$ cat config.mk
export PLATFORM = sky130hd
export DESIGN_NAME = l2_port_arbiter_flat
export DESIGN_NICKNAME = d
export VERILOG_FILES = /design/src/rtl/l2_port_arbiter_if.sv /design/src/rtl/l2_port_arbiter.sv /design/src/flat_wrapper.sv
export SDC_FILE = /design/constraint.sdc
export NUM_CORES = 1
export LEC_CHECK = 0
export ABC_CLOCK_PERIOD_IN_PS = 4700
export CORE_MARGIN = 10
export CORE_UTILIZATION = 40
export DETAILED_ROUTE_END_ITERATION = 10
export GPL_ROUTABILITY_DRIVEN = 0
export GPL_TIMING_DRIVEN = 1
export PLACE_DENSITY_LB_ADDON = 0.08
export SLEW_MARGIN = 25
export SYNTH_ARGS = -nofsm -noshare
export SYNTH_HDL_FRONTEND = slang
export SYNTH_SLANG_ARGS = --single-unit
$ cat constraint.sdc
create_clock -name clk -period 4.7 [get_ports clk]
set_clock_uncertainty 0.15 [all_clocks]
set_input_delay 0.47 -clock clk [delete_from_list [all_inputs] [get_ports clk]]
set_output_delay 0.47 -clock clk [all_outputs]
set_load 0.02 [all_outputs]
$ cat src/rtl/l2_port_arbiter_if.sv
// Bundle of requester-side, L2-side and status signals for l2_port_arbiter.
// The arbiter connects through the slave modport; the environment (requesters + L2) uses master.
interface l2_port_arbiter_if #(
  parameter int NUM_REQ = 2,
  parameter int ID_W    = (NUM_REQ > 1) ? $clog2(NUM_REQ) : 1
);
  logic [NUM_REQ-1:0]    req_valid;
  logic [NUM_REQ-1:0]    req_we;
  logic [NUM_REQ*32-1:0] req_addr;
  logic [NUM_REQ*32-1:0] req_wdata;
  logic [NUM_REQ-1:0]    resp_ready;
  logic [31:0]           resp_data;
  logic                  resp_error;

  logic                  mem_request;
  logic                  mem_write_enable;
  logic [31:0]           mem_address;
  logic [31:0]           mem_write_data;
  logic [31:0]           mem_response_data;
  logic                  mem_ready;

  logic                  busy;
  logic [ID_W-1:0]       grant_id;
  logic [7:0]            timeout_count;

  modport slave (
    input  req_valid, req_we, req_addr, req_wdata, mem_response_data, mem_ready,
    output resp_ready, resp_data, resp_error,
    output mem_request, mem_write_enable, mem_address, mem_write_data,
    output busy, grant_id, timeout_count
  );

  modport master (
    output req_valid, req_we, req_addr, req_wdata, mem_response_data, mem_ready,
    input  resp_ready, resp_data, resp_error,
    input  mem_request, mem_write_enable, mem_address, mem_write_data,
    input  busy, grant_id, timeout_count
  );
endinterface

$ cat src/rtl/l2_port_arbiter.sv
// Round-robin arbiter sharing one L2 port among NUM_REQ L1 requesters.
// Grant is held until mem_ready or the watchdog fires; every output is registered.
module l2_port_arbiter #(
  parameter int NUM_REQ        = 2,
  parameter int TIMEOUT_CYCLES = 256,
  parameter int ID_W           = (NUM_REQ > 1) ? $clog2(NUM_REQ) : 1
) (
  input logic              clk,
  input logic              reset,
  l2_port_arbiter_if.slave bus
);

  localparam int                WD_W    = $clog2(TIMEOUT_CYCLES);
  localparam logic [WD_W-1:0]   WD_LAST = WD_W'(TIMEOUT_CYCLES - 1);
  localparam logic [ID_W-1:0]   ID_LAST = ID_W'(NUM_REQ - 1);

  typedef enum logic [1:0] {
    S_IDLE,
    S_BUSY,
    S_DONE
  } state_t;

  state_t             r_state;
  logic [ID_W-1:0]    r_rr_ptr;
  logic [WD_W-1:0]    r_wd_cnt;
  logic [ID_W-1:0]    r_grant_id;
  logic [NUM_REQ-1:0] r_resp_ready;
  logic [31:0]        r_resp_data;
  logic               r_resp_error;
  logic               r_mem_request;
  logic               r_mem_write_enable;
  logic [31:0]        r_mem_address;
  logic [31:0]        r_mem_write_data;
  logic               r_busy;
  logic [7:0]         r_timeout_count;

  logic               w_any;
  logic [ID_W-1:0]    w_sel;
  logic [31:0]        w_sel_addr;
  logic [31:0]        w_sel_wdata;
  logic [ID_W-1:0]    w_next_ptr;

  // Scan downward so the last hit written is the one closest to r_rr_ptr.
  // NOTE: every always_comb output gets a default first, otherwise a latch is inferred.
  always_comb begin : rr_select
    int idx;
    w_any = 1'b0;
    w_sel = '0;
    idx   = 0;
    for (int k = NUM_REQ - 1; k >= 0; k--) begin
      idx = int'(r_rr_ptr) + k;
      if (idx >= NUM_REQ) idx = idx - NUM_REQ;
      if (bus.req_valid[idx]) begin
        w_any = 1'b1;
        w_sel = ID_W'(idx);
      end
    end
  end

  assign w_sel_addr  = bus.req_addr[32*w_sel +: 32];
  assign w_sel_wdata = bus.req_wdata[32*w_sel +: 32];
  assign w_next_ptr  = (r_grant_id == ID_LAST) ? '0 : r_grant_id + ID_W'(1);

  // NOTE: sequential state uses non-blocking assignments so all registers update together.
  always_ff @(posedge clk or posedge reset) begin
    if (reset) begin
      r_state            <= S_IDLE;
      r_rr_ptr           <= '0;
      r_wd_cnt           <= '0;
      r_grant_id         <= '0;
      r_resp_ready       <= '0;
      r_resp_data        <= '0;
      r_resp_error       <= 1'b0;
      r_mem_request      <= 1'b0;
      r_mem_write_enable <= 1'b0;
      r_mem_address      <= '0;
      r_mem_write_data   <= '0;
      r_busy             <= 1'b0;
      r_timeout_count    <= '0;
    end else begin
      unique case (r_state)
        S_IDLE: begin
          if (w_any) begin
            r_grant_id         <= w_sel;
            r_mem_write_enable <= bus.req_we[w_sel];
            r_mem_address      <= w_sel_addr;
            r_mem_write_data   <= w_sel_wdata;
            r_mem_request      <= 1'b1;
            r_busy             <= 1'b1;
            r_wd_cnt           <= '0;
            r_state            <= S_BUSY;
          end
        end

        // mem_ready wins over a watchdog expiry in the same cycle.
        S_BUSY: begin
          if (bus.mem_ready) begin
            r_resp_data        <= bus.mem_response_data;
            r_resp_ready       <= NUM_REQ'(1) << r_grant_id;
            r_resp_error       <= 1'b0;
            r_mem_request      <= 1'b0;
            r_mem_write_enable <= 1'b0;
            r_rr_ptr           <= w_next_ptr;
            r_state            <= S_DONE;
          end else if (r_wd_cnt == WD_LAST) begin
            r_resp_data   <= '0;
            r_resp_ready  <= NUM_REQ'(1) << r_grant_id;
            r_resp_error  <= 1'b1;
            r_mem_request <= 1'b0;
            if (r_timeout_count != 8'hFF) r_timeout_count <= r_timeout_count + 8'd1;
            r_rr_ptr      <= w_next_ptr;
            r_state       <= S_DONE;
          end else begin
            r_wd_cnt <= r_wd_cnt + WD_W'(1);
          end
        end

        // One-cycle response slot; requests are not sampled here.
        S_DONE: begin
          r_resp_ready <= '0;
          r_resp_error <= 1'b0;
          r_busy       <= 1'b0;
          r_state      <= S_IDLE;
        end

        default: r_state <= S_IDLE;
      endcase
    end
  end

  assign bus.resp_ready       = r_resp_ready;
  assign bus.resp_data        = r_resp_data;
  assign bus.resp_error       = r_resp_error;
  assign bus.mem_request      = r_mem_request;
  assign bus.mem_write_enable = r_mem_write_enable;
  assign bus.mem_address      = r_mem_address;
  assign bus.mem_write_data   = r_mem_write_data;
  assign bus.busy             = r_busy;
  assign bus.grant_id         = r_grant_id;
  assign bus.timeout_count    = r_timeout_count;

endmodule

$ cat src/flat_wrapper.sv
// flat-port wrapper written by rule: the top's interface ports become plain ports
module l2_port_arbiter_flat 
#(
  parameter int NUM_REQ        = 2,
  parameter int TIMEOUT_CYCLES = 256,
  parameter int ID_W           = (NUM_REQ > 1) ? $clog2(NUM_REQ) : 1
)
  (clk, reset, bus_req_valid, bus_req_we, bus_req_addr, bus_req_wdata, bus_mem_response_data, bus_mem_ready, bus_resp_ready, bus_resp_data, bus_resp_error, bus_mem_request, bus_mem_write_enable, bus_mem_address, bus_mem_write_data, bus_busy, bus_grant_id, bus_timeout_count);
  l2_port_arbiter_if #(.NUM_REQ(NUM_REQ), .ID_W(ID_W)) bus_i ();
  input logic clk;
  input logic reset;
  input wire logic [$bits(bus_i.req_valid)-1:0] bus_req_valid;
  input wire logic [$bits(bus_i.req_we)-1:0] bus_req_we;
  input wire logic [$bits(bus_i.req_addr)-1:0] bus_req_addr;
  input wire logic [$bits(bus_i.req_wdata)-1:0] bus_req_wdata;
  input wire logic [$bits(bus_i.mem_response_data)-1:0] bus_mem_response_data;
  input wire logic [$bits(bus_i.mem_ready)-1:0] bus_mem_ready;
  output wire logic [$bits(bus_i.resp_ready)-1:0] bus_resp_ready;
  output wire logic [$bits(bus_i.resp_data)-1:0] bus_resp_data;
  output wire logic [$bits(bus_i.resp_error)-1:0] bus_resp_error;
  output wire logic [$bits(bus_i.mem_request)-1:0] bus_mem_request;
  output wire logic [$bits(bus_i.mem_write_enable)-1:0] bus_mem_write_enable;
  output wire logic [$bits(bus_i.mem_address)-1:0] bus_mem_address;
  output wire logic [$bits(bus_i.mem_write_data)-1:0] bus_mem_write_data;
  output wire logic [$bits(bus_i.busy)-1:0] bus_busy;
  output wire logic [$bits(bus_i.grant_id)-1:0] bus_grant_id;
  output wire logic [$bits(bus_i.timeout_count)-1:0] bus_timeout_count;
  assign bus_i.req_valid = bus_req_valid;
  assign bus_i.req_we = bus_req_we;
  assign bus_i.req_addr = bus_req_addr;
  assign bus_i.req_wdata = bus_req_wdata;
  assign bus_i.mem_response_data = bus_mem_response_data;
  assign bus_i.mem_ready = bus_mem_ready;
  assign bus_resp_ready = bus_i.resp_ready;
  assign bus_resp_data = bus_i.resp_data;
  assign bus_resp_error = bus_i.resp_error;
  assign bus_mem_request = bus_i.mem_request;
  assign bus_mem_write_enable = bus_i.mem_write_enable;
  assign bus_mem_address = bus_i.mem_address;
  assign bus_mem_write_data = bus_i.mem_write_data;
  assign bus_busy = bus_i.busy;
  assign bus_grant_id = bus_i.grant_id;
  assign bus_timeout_count = bus_i.timeout_count;
  l2_port_arbiter #(.NUM_REQ(NUM_REQ), .TIMEOUT_CYCLES(TIMEOUT_CYCLES), .ID_W(ID_W)) u_core (.clk(clk), .reset(reset), .bus(bus_i));
endmodule
### Word-level counts from Yosys, hierarchy flattened

Cells that the tools add are included.

| word-level totals | value |
|---|---|
| register bits | 122 |
| bits of input ports | 167 |
| logic and storage cells | 92 |

| operators by class | value |
|---|---|
| $add $sub $neg | 6 |
| order comparisons | 5 |
| equality and inequality tests | 9 |
| shifts and indexed selects | 3 |
| mux-type cells | 41 |
| bitwise operators | 1 |
| reduce and logical (&&, ||, !) cells | 14 |

Operators by type and width:

| kind | number |
|---|---|
| 32-bit 2-to-1 mux | 4 |
| 64-bit by 7-bit variable part select with 32-bit output | 2 |
| 32-bit by 3-bit < comparator with 1-bit output (second input constant) | 2 |
| 32-bit by 3-bit greater-or-equal comparator with 1-bit output (second input constant) | 1 |
| 32-bit by 3-bit subtractor with 32-bit output (second input constant) | 1 |
| 8-bit 2-to-1 mux | 3 |
| 1-bit 2-to-1 mux | 22 |
| 8-bit by 1-bit adder with 8-bit output (second input constant) | 2 |
| 8-bit one-hot mux with 2 select lines | 1 |
| 2-bit 2-to-1 mux | 5 |
| 2-bit AND reduction | 5 |
| 8-bit == test (second input constant) | 1 |
| 8-bit inequality test (second input constant) | 1 |
| 1-bit one-hot mux with 2 select lines | 4 |
| 2-bit one-hot mux with 2 select lines | 2 |
| 4-bit AND reduction | 2 |
| 2-bit nonzero test | 4 |
| 2-bit inequality test (second input constant) | 3 |
| 3-bit AND reduction | 2 |
| 3-bit by 2-bit inequality test with 1-bit output (second input constant) | 1 |
| 1-bit by 2-bit subtractor with 3-bit output (second input constant) | 1 |
| 1-bit by 1-bit adder with 2-bit output (second input constant) | 1 |
| 2-bit by 1-bit == test with 1-bit output (second input constant) | 1 |
| 2-bit == test (second input constant) | 1 |
| other kinds (7) | 7 |

### Longest topological paths before layout

Gate-level depths: netlist (run 1).

| depth | value |
|---|---|
| depth in word-level cells | 12 |
| gate-level depth with buffers | 8 |

### Least setup slack after synthesis (run 1)

No wires, ideal clock.

| timing | value |
|---|---|
| path kind | flip-flop to flip-flop |
| start point | reg u_core.r_state[1] |
| end point | reg u_core.r_timeout_count[7], in the netlist u_core.bus.timeout_count[7] |
| library setup time | 0.128 ns |
| data arrival time | 1.871 ns |
| path slack | 2.551 ns |
| stages on the path, launching flop included | 9 |
| clock period less this slack | 2.149 ns |
| path through | dfrtp_1 inv_1 ha_1 buf_4 nand2b_1 or3_1 buf_6 nor4_2 mux2_1 |

| on the way | value |
|---|---|
| longest elaborated chain between the ends | 2 |

RTL lines:

| item | line | RTL |
|---|---|---|
| from (decl) | l2_port_arbiter.sv:23 | `state_t r_state;` |
| from (signal assigned) | l2_port_arbiter.sv:67 | `r_state <= S_IDLE;` |
| from (signal assigned) | l2_port_arbiter.sv:91 | `r_state <= S_BUSY;` |
| from (signal assigned) | l2_port_arbiter.sv:104 | `r_state <= S_DONE;` |
| 2-bit by 1-bit == test with 1-bit output | l2_port_arbiter.sv:81 | `unique case (r_state)` |
| 4-bit AND reduction (no line) | n/a |  |
| to (signal assigned) | l2_port_arbiter.sv:110 | `if (r_timeout_count != 8'hFF) r_timeout_count <= r_timeout_count + 8'd1;` |
| to (decl) | l2_port_arbiter.sv:35 | `logic [7:0] r_timeout_count;` |

No other way between the ends.
A chain may end at the register's enable or synchronous reset.

### Worst setup path in the final report (run 1)

| timing | value |
|---|---|
| start point | reg u_core.r_state[1] |
| end point | reg u_core.r_wd_cnt[6] |

| on the way | value |
|---|---|
| longest elaborated chain between the ends | 3 |

RTL lines:

| item | line | RTL |
|---|---|---|
| 2-bit by 1-bit == test with 1-bit output or 2-bit zero test (tied branches) | l2_port_arbiter.sv:81 |  |
| 2-bit inequality test (no line), or another cell as far along | n/a |  |
| 4-bit AND reduction (no line) | n/a |  |
| to (signal assigned) | l2_port_arbiter.sv:114 | `r_wd_cnt <= r_wd_cnt + WD_W'(1);` |
| to (decl) | l2_port_arbiter.sv:25 | `logic [WD_W-1:0] r_wd_cnt;` |

Several ways; a longest one is shown, not always the timed one.

==> summary.txt, run 1 <==
Global route
  • Initial antenna violation count: 0
  • First-pass GRT wire length: 27,900 um
  • Total congestion overflow: 0
  • Largest net degree at the start of global routing: 130
  • Vias in the first global route: 5,164
  • Global Route Usage Sum: 0.193

Layout
  • Multi-input combinational cell area: 2260 sq um
  • Most common cell after layout, fill and taps aside: clkdlybuf4s50_1
  • N_diodes: 0
  • Area growth, synth to finish: 65.8%
  • Layout fillers: 1,035
  • Share of layout cells above drive strength 1: 0.0746
  • Most frequent cells in the layout: clkdlybuf4s50_1, dfrtp_1, nand2_1
  • Fin util: 0.680
  • # nets final: 939
  • Storage cell area: 3050 sq um

Power and ir drop
  • Power density over the cells: 647 nW/um^2
  • Total Power: 5880 uW
  • Peak VDD IR: 0.000350 V
  • Leakage: 0.00412 uW

Setup path
  • Critical path capture point type: flip-flop
  • Critical Path Fanout Max: 33
  • CP Class: flip-flop to flip-flop
  • Startpoint Class: flip-flop
  • Crit path arrival time: 2.92 ns
  • Critical path required time: 4.87 ns

Timing
  • Setup_tns: 0 ns
  • Post-route clock period utilization: 0.586
  • Slew HR: 0.426
  • Unrepaired setup endpoints after global routing: no
  • Final slew viol count: 0
  • Max Fclk: 363 MHz
  • Slew @ Worst Pin: 0.858 ns
  • Final Hold Vio Count: 0
  • Finish-stage setup viols: 0
  • Crit path time final: 2.76 ns

Route
  • Drt first pass iters: 4
  • Routed WL per cell: 19.1 um
  • Vias: 4,759
  • Post-route DRC violation count: 0
  • Routed Antenna Nets: 0
  • First DRT Iteration DRCs: 266
  • Routed Wire Length: 18,200 um
  • Vias per cell: 4.99

Yosys
  • Unique masters post-synth: 45
  • Post-synth EDFFs: 0
  • Yosys reg bits: 122
  • Syn Nets: 664
  • Top FF cell, synth: dfrtp_1
  • Synthesized instance count: 490
  • Sequential-to-total area share from yosys stat: 0.558
  • Mapped Avg Cell Area: 11.2 sq um
  • Post-Syn Area: 5470 sq um
  • Fraction of registers with async set/reset: 1.00
  • Yosys warns: 0

Clocking
  • CTS tree: built
  • H-tree levels: 4
  • CTS Sinks: 122
  • Clock Tree Buf Depth: 2
  • Clk_lat worst skew: 0.41 ns
  • Post-CTS Setup Repair Bufs: 0
  • CTS Buf Count: 17
  • CTS Root Cell: clkbuf_16
  • Post-CTS Hold Buffers: 0
  • Clock slew at reported path FFs: 0.05 ns
  • Cts repair resizes: 0

Floorplan
  • Horiz. Die Dim: 137 um
  • FP Rows: 42
  • I/O pin cnt: 278
  • Core box area: 13,300 sq um
  • Die Ht: 137 um
  • Starting Density: 0.410
  • Die area: 18,800 sq um

Worst hold path
  • Worst hold path type: flip-flop to flip-flop

Flow run
  • Max-cap violations: 0

Placement
  • Final HPWL DP: 14,100 um
  • Port buffer count: 277

Outcome
  • Status: finished, final reports clean
[state kept, by name (all words and copies together), names as in the netlist]
name	count
u_core.bus.busy	1
u_core.bus.grant_id	1
u_core.bus.mem_address	32
u_core.bus.mem_request	1
u_core.bus.mem_write_data	32
u_core.bus.mem_write_enable	1
u_core.bus.resp_data	32
u_core.bus.resp_error	1
u_core.bus.resp_ready	2
u_core.bus.timeout_count	8
u_core.r_rr_ptr	1
u_core.r_state	2
u_core.r_wd_cnt	8
[cells in the mapped netlist, types with 2 or more instances]
library cell | count | area share
nand2b_1 | 5 | 0.0057
nor3b_1 | 2 | 0.0027
a21oi_1 | 2 | 0.0018
mux2i_1 | 65 | 0.12
o21ai_0 | 61 | 0.056
and2_1 | 2 | 0.0023
nor2b_1 | 2 | 0.0023
clkbuf_1 | 14 | 0.0096
ha_1 | 7 | 0.016
buf_1 | 2 | 0.0014
nand2_1 | 76 | 0.052
o31ai_1 | 7 | 0.0096
mux2_2 | 6 | 0.012
nor3_1 | 2 | 0.0018
dfrtp_1 | 122 | 0.56
buf_4 | 6 | 0.0082
and4_1 | 2 | 0.0032
a22o_1 | 32 | 0.051
buf_2 | 8 | 0.0073
nand3_1 | 7 | 0.0064
nor4_2 | 3 | 0.0069
nor2_1 | 8 | 0.0055
nand4_1 | 2 | 0.0023
xor2_1 | 6 | 0.0096
inv_1 | 6 | 0.0041
o21ai_1 | 16 | 0.015
[report_power, final]
group | internal (uW) | switching (uW)
Combinational | 1260 | 1410
Sequential | 1510 | 273
Clock | 950 | 467
Total | 3720 | 2150
[cell families (layout without fill, tap and decap cells)]
kind of cell | count (synthesis) | in the layout | synth area share
fa+ha+maj | 7 | 7 | 0.0160
simple gates | 119 | 119 | 0.104
flops | 122 | 122 | 0.558
buf+inv | 38 | 326 | 0.0334
xor+xnor | 6 | 6 | 0.00960
compound gates | 126 | 126 | 0.146
mux | 72 | 72 | 0.133
[per-layer routing]
metal	share of wire	vias to the layer above	routed length, um	global-route usage
met1	0.37	2269	6740	0.202
met3	0.088	25	1610	0.0847
met2	0.52	169	9520	0.335
li1	-	2296	-	-
met4	0.018	0	325	0.0708
met5	0	-	0	0
[through the flow]
stage / worst slack (ns) / std cells / cell area [sq um] / hold slack [ns]
2_1_floorplan: 0.837 / 490 / 5470 / 0.330
3_3_place_gp: 1.90 / 922 / 8440 / 0.311
3_5_place_dp: 1.84 / 922 / 8440 / 0.320
4_1_cts: 1.93 / 954 / 9080 / 0.331
5_1_grt: 1.68 / 954 / 9080 / 0.350
6_report: 1.94 / 954 / 9080 / 0.326
[worst max-delay path: stages (launching register included)]
cell     delay, ns
dfrtp_1       0.37
inv_1         0.10
ha_1          0.32
and2_1        0.21
buf_4         0.24
a21oi_2       0.60
buf_4         0.36
nand4_1       0.13
o21ai_0       0.19
[final timing paths]
path                                             from                            to  slack, ns  cells after the start
min in group asynchronous                       reset  u_core.bus.mem_write_data[2]       0.40                      2
max in group asynchronous                       reset   u_core.bus.timeout_count[6]       3.08                      3
setup / recovery                    u_core.r_state[1]            u_core.r_wd_cnt[6]       1.94                      8
setup reg to reg                    u_core.r_state[1]            u_core.r_wd_cnt[6]       1.94                      8
hold reg to reg            u_core.bus.mem_address[19]    u_core.bus.mem_address[19]       0.33                      2
hold / removal             u_core.bus.mem_address[19]    u_core.bus.mem_address[19]       0.33                      2
[area by class of cell]
| cell class | count | area share |
|---|---|---|
| Sequential cell | 122 | 0.336 |
| Timing Repair Buffer | 287 | 0.316 |
| Multi-Input combinational cell | 330 | 0.249 |
| Clock buffer | 19 | 0.0488 |
| Tap cell | 176 | 0.0243 |
| Clock inverter | 13 | 0.0219 |
| Inverter | 7 | 0.00317 |
Note: power is estimated with default switching activity, not from simulation.
==> run 2, diff against run 1 <==
--- a/config.mk
+++ b/config.mk
@@ -5,9 +5,9 @@
 export SDC_FILE = /design/constraint.sdc
 export NUM_CORES = 1
 export LEC_CHECK = 0
-export ABC_CLOCK_PERIOD_IN_PS = 4700
+export ABC_CLOCK_PERIOD_IN_PS = 2400
 export CORE_MARGIN = 10
-export CORE_UTILIZATION = 40
+export CORE_UTILIZATION = 36
 export DETAILED_ROUTE_END_ITERATION = 10
 export GPL_ROUTABILITY_DRIVEN = 0
 export GPL_TIMING_DRIVEN = 1
==> constraint.sdc (replaced) <==
create_clock -name clk -period 2.4 [get_ports clk]
set_clock_uncertainty 0.15 [all_clocks]
set_input_delay 0.24 -clock clk [delete_from_list [all_inputs] [get_ports clk]]
set_output_delay 0.24 -clock clk [all_outputs]
set_load 0.02 [all_outputs]
==> summary.txt, run 2 (synthesis gave the netlist of run 1 again) <==
Power and ir drop
  • Power density over the cells: 1230 nW/um^2
  • Leakage: 0.00414 uW
  • Peak VDD IR: 0.000560 V
  • Design internal power: 7070 uW
  • Clock power frac: 0.218
  • Sw Share: 0.372
  • Sequential fraction of design power: 0.310
  • Logic pwr share: 0.472
  • Switching power: 4190 uW

Flow run
  • Max-cap violations: 0

Floorplan
  • I/O pin cnt: 278
  • Die area: 20,500 sq um
  • Horiz. Die Dim: 143 um
  • Starting Density: 0.364
  • Core box area: 15,000 sq um
  • FP Rows: 45
  • Die Ht: 143 um

Setup path
  • R2R cell count: 6
  • Critical path required time: 2.54 ns
  • Critical Path Fanout Max: 6
  • Crit path arrival time: 2.35 ns
  • Critical path capture point type: flip-flop
  • Startpoint Class: flip-flop
  • CP Class: flip-flop to flip-flop

Outcome
  • Status: finished, final reports clean

Clocking
  • Clk_lat worst skew: 0.41 ns
  • CTS Buf Count: 17
  • CTS Root Cell: clkbuf_16
  • Clock Tree Buf Depth: 2
  • CTS Sinks: 122
  • Post-CTS Hold Buffers: 0
  • Cts repair resizes: 0
  • Clock slew at reported path FFs: 0.06 ns
  • Post-CTS Setup Repair Bufs: 0
  • H-tree levels: 4
  • CTS tree: built

Timing
  • Crit path time final: 2.21 ns
  • Final slew viol count: 0
  • Final Hold Vio Count: 0
  • Max Fclk: 453 MHz
  • Setup_tns: 0 ns
  • Final worst setup slack: 0.194 ns
  • Post-route clock period utilization: 0.919
  • Slew HR: 0.578
  • Hold WS: 0.149 ns
  • Unrepaired setup endpoints after global routing: no
  • Slew @ Worst Pin: 0.632 ns
  • Finish-stage setup viols: 0

Route
  • Routed WL per cell: 18.6 um
  • Routed Antenna Nets: 0
  • Drt first pass iters: 4
  • Vias: 4,782
  • First DRT Iteration DRCs: 204
  • Post-route DRC violation count: 0
  • Vias per cell: 4.92
  • Routed Wire Length: 18,100 um

Global route
  • Total congestion overflow: 0
  • Vias in the first global route: 5,230
  • Global Route Usage Sum: 0.175
  • Largest net degree at the start of global routing: 75
  • First-pass GRT wire length: 27,800 um
  • Initial antenna violation count: 0

Worst hold path
  • Worst hold path type: primary input to asynchronous set/reset pin

Placement
  • Post-DP Area: 8550 sq um
  • Setup WS pre-CTS: 0.190 ns
  • Inst Count DP: 941
  • Final HPWL DP: 14,100 um
  • Port buffer count: 277

Layout
  • Area growth, synth to finish: 66.8%
  • Most frequent cells in the layout: clkdlybuf4s50_1, dfrtp_1, nand2_1
  • Most common cell after layout, fill and taps aside: clkdlybuf4s50_1
  • Multi-input combinational cell area: 2260 sq um
  • Share of layout cells above drive strength 1: 0.0817
  • Design Area, Final: 9130 sq um
  • Storage cell area: 3050 sq um
  • # nets final: 946
  • Layout Cells excl Fill: 972
  • Layout fillers: 1,236
## run 2: worst max-delay path, cell delays in order, from the launching register on
cell      delay, ns
dfrtp_1        0.39
inv_1          0.13
ha_1           0.28
nand2b_1       0.12
or3_1          0.44
nor4_2         0.24
mux2_1         0.34
## run 2: power by group through the flow
stage	registers, uW	logic, uW	clock network (uW)
final	3490	5320	2450
after global routing	3610	5730	2610
after CTS	3500	5410	2520
after detailed placement	3510	5380	0
after global placement	3470	5340	0
after floorplan	4480	1690	0
## run 2: metal layers
metal,track usage,part of all wire,vias to the layer above
li1,-,-,2304
met1,0.183,0.37,2254
met2,0.296,0.50,191
met3,0.0835,0.098,33
met4,0.0715,0.025,0
met5,0,0,-
## run 2: cell type report
class	instances	area share
sequential	122	0.334
multi-input combinational	330	0.248
inverter	7	0.00329
tap	188	0.0258
clock inverter	7	0.00713
timing repair buffer	294	0.326
clock buffer	23	0.0556
antenna	1	0.000274
## run 2: final timing paths
check                                             start                           end  slack (ns)
max in group asynchronous                         reset    u_core.bus.mem_address[29]        1.41
min in group clk               bus_mem_response_data[6]       u_core.bus.resp_data[6]        0.28
max                                   u_core.r_state[1]   u_core.bus.timeout_count[7]        0.19
min                                               reset      u_core.bus.resp_data[11]        0.15
min reg2reg                u_core.bus.mem_write_data[3]  u_core.bus.mem_write_data[3]        0.33
max reg2reg                           u_core.r_state[1]   u_core.bus.timeout_count[7]        0.19
## run 2: stage by stage
step / util / total power, uW
after floorplan: - / 6170
after global placement: 0.569 / 8810
after detailed placement: 0.569 / 8890
after CTS: 0.607 / 11400
after global routing: 0.607 / 11900
final: 0.607 / 11300
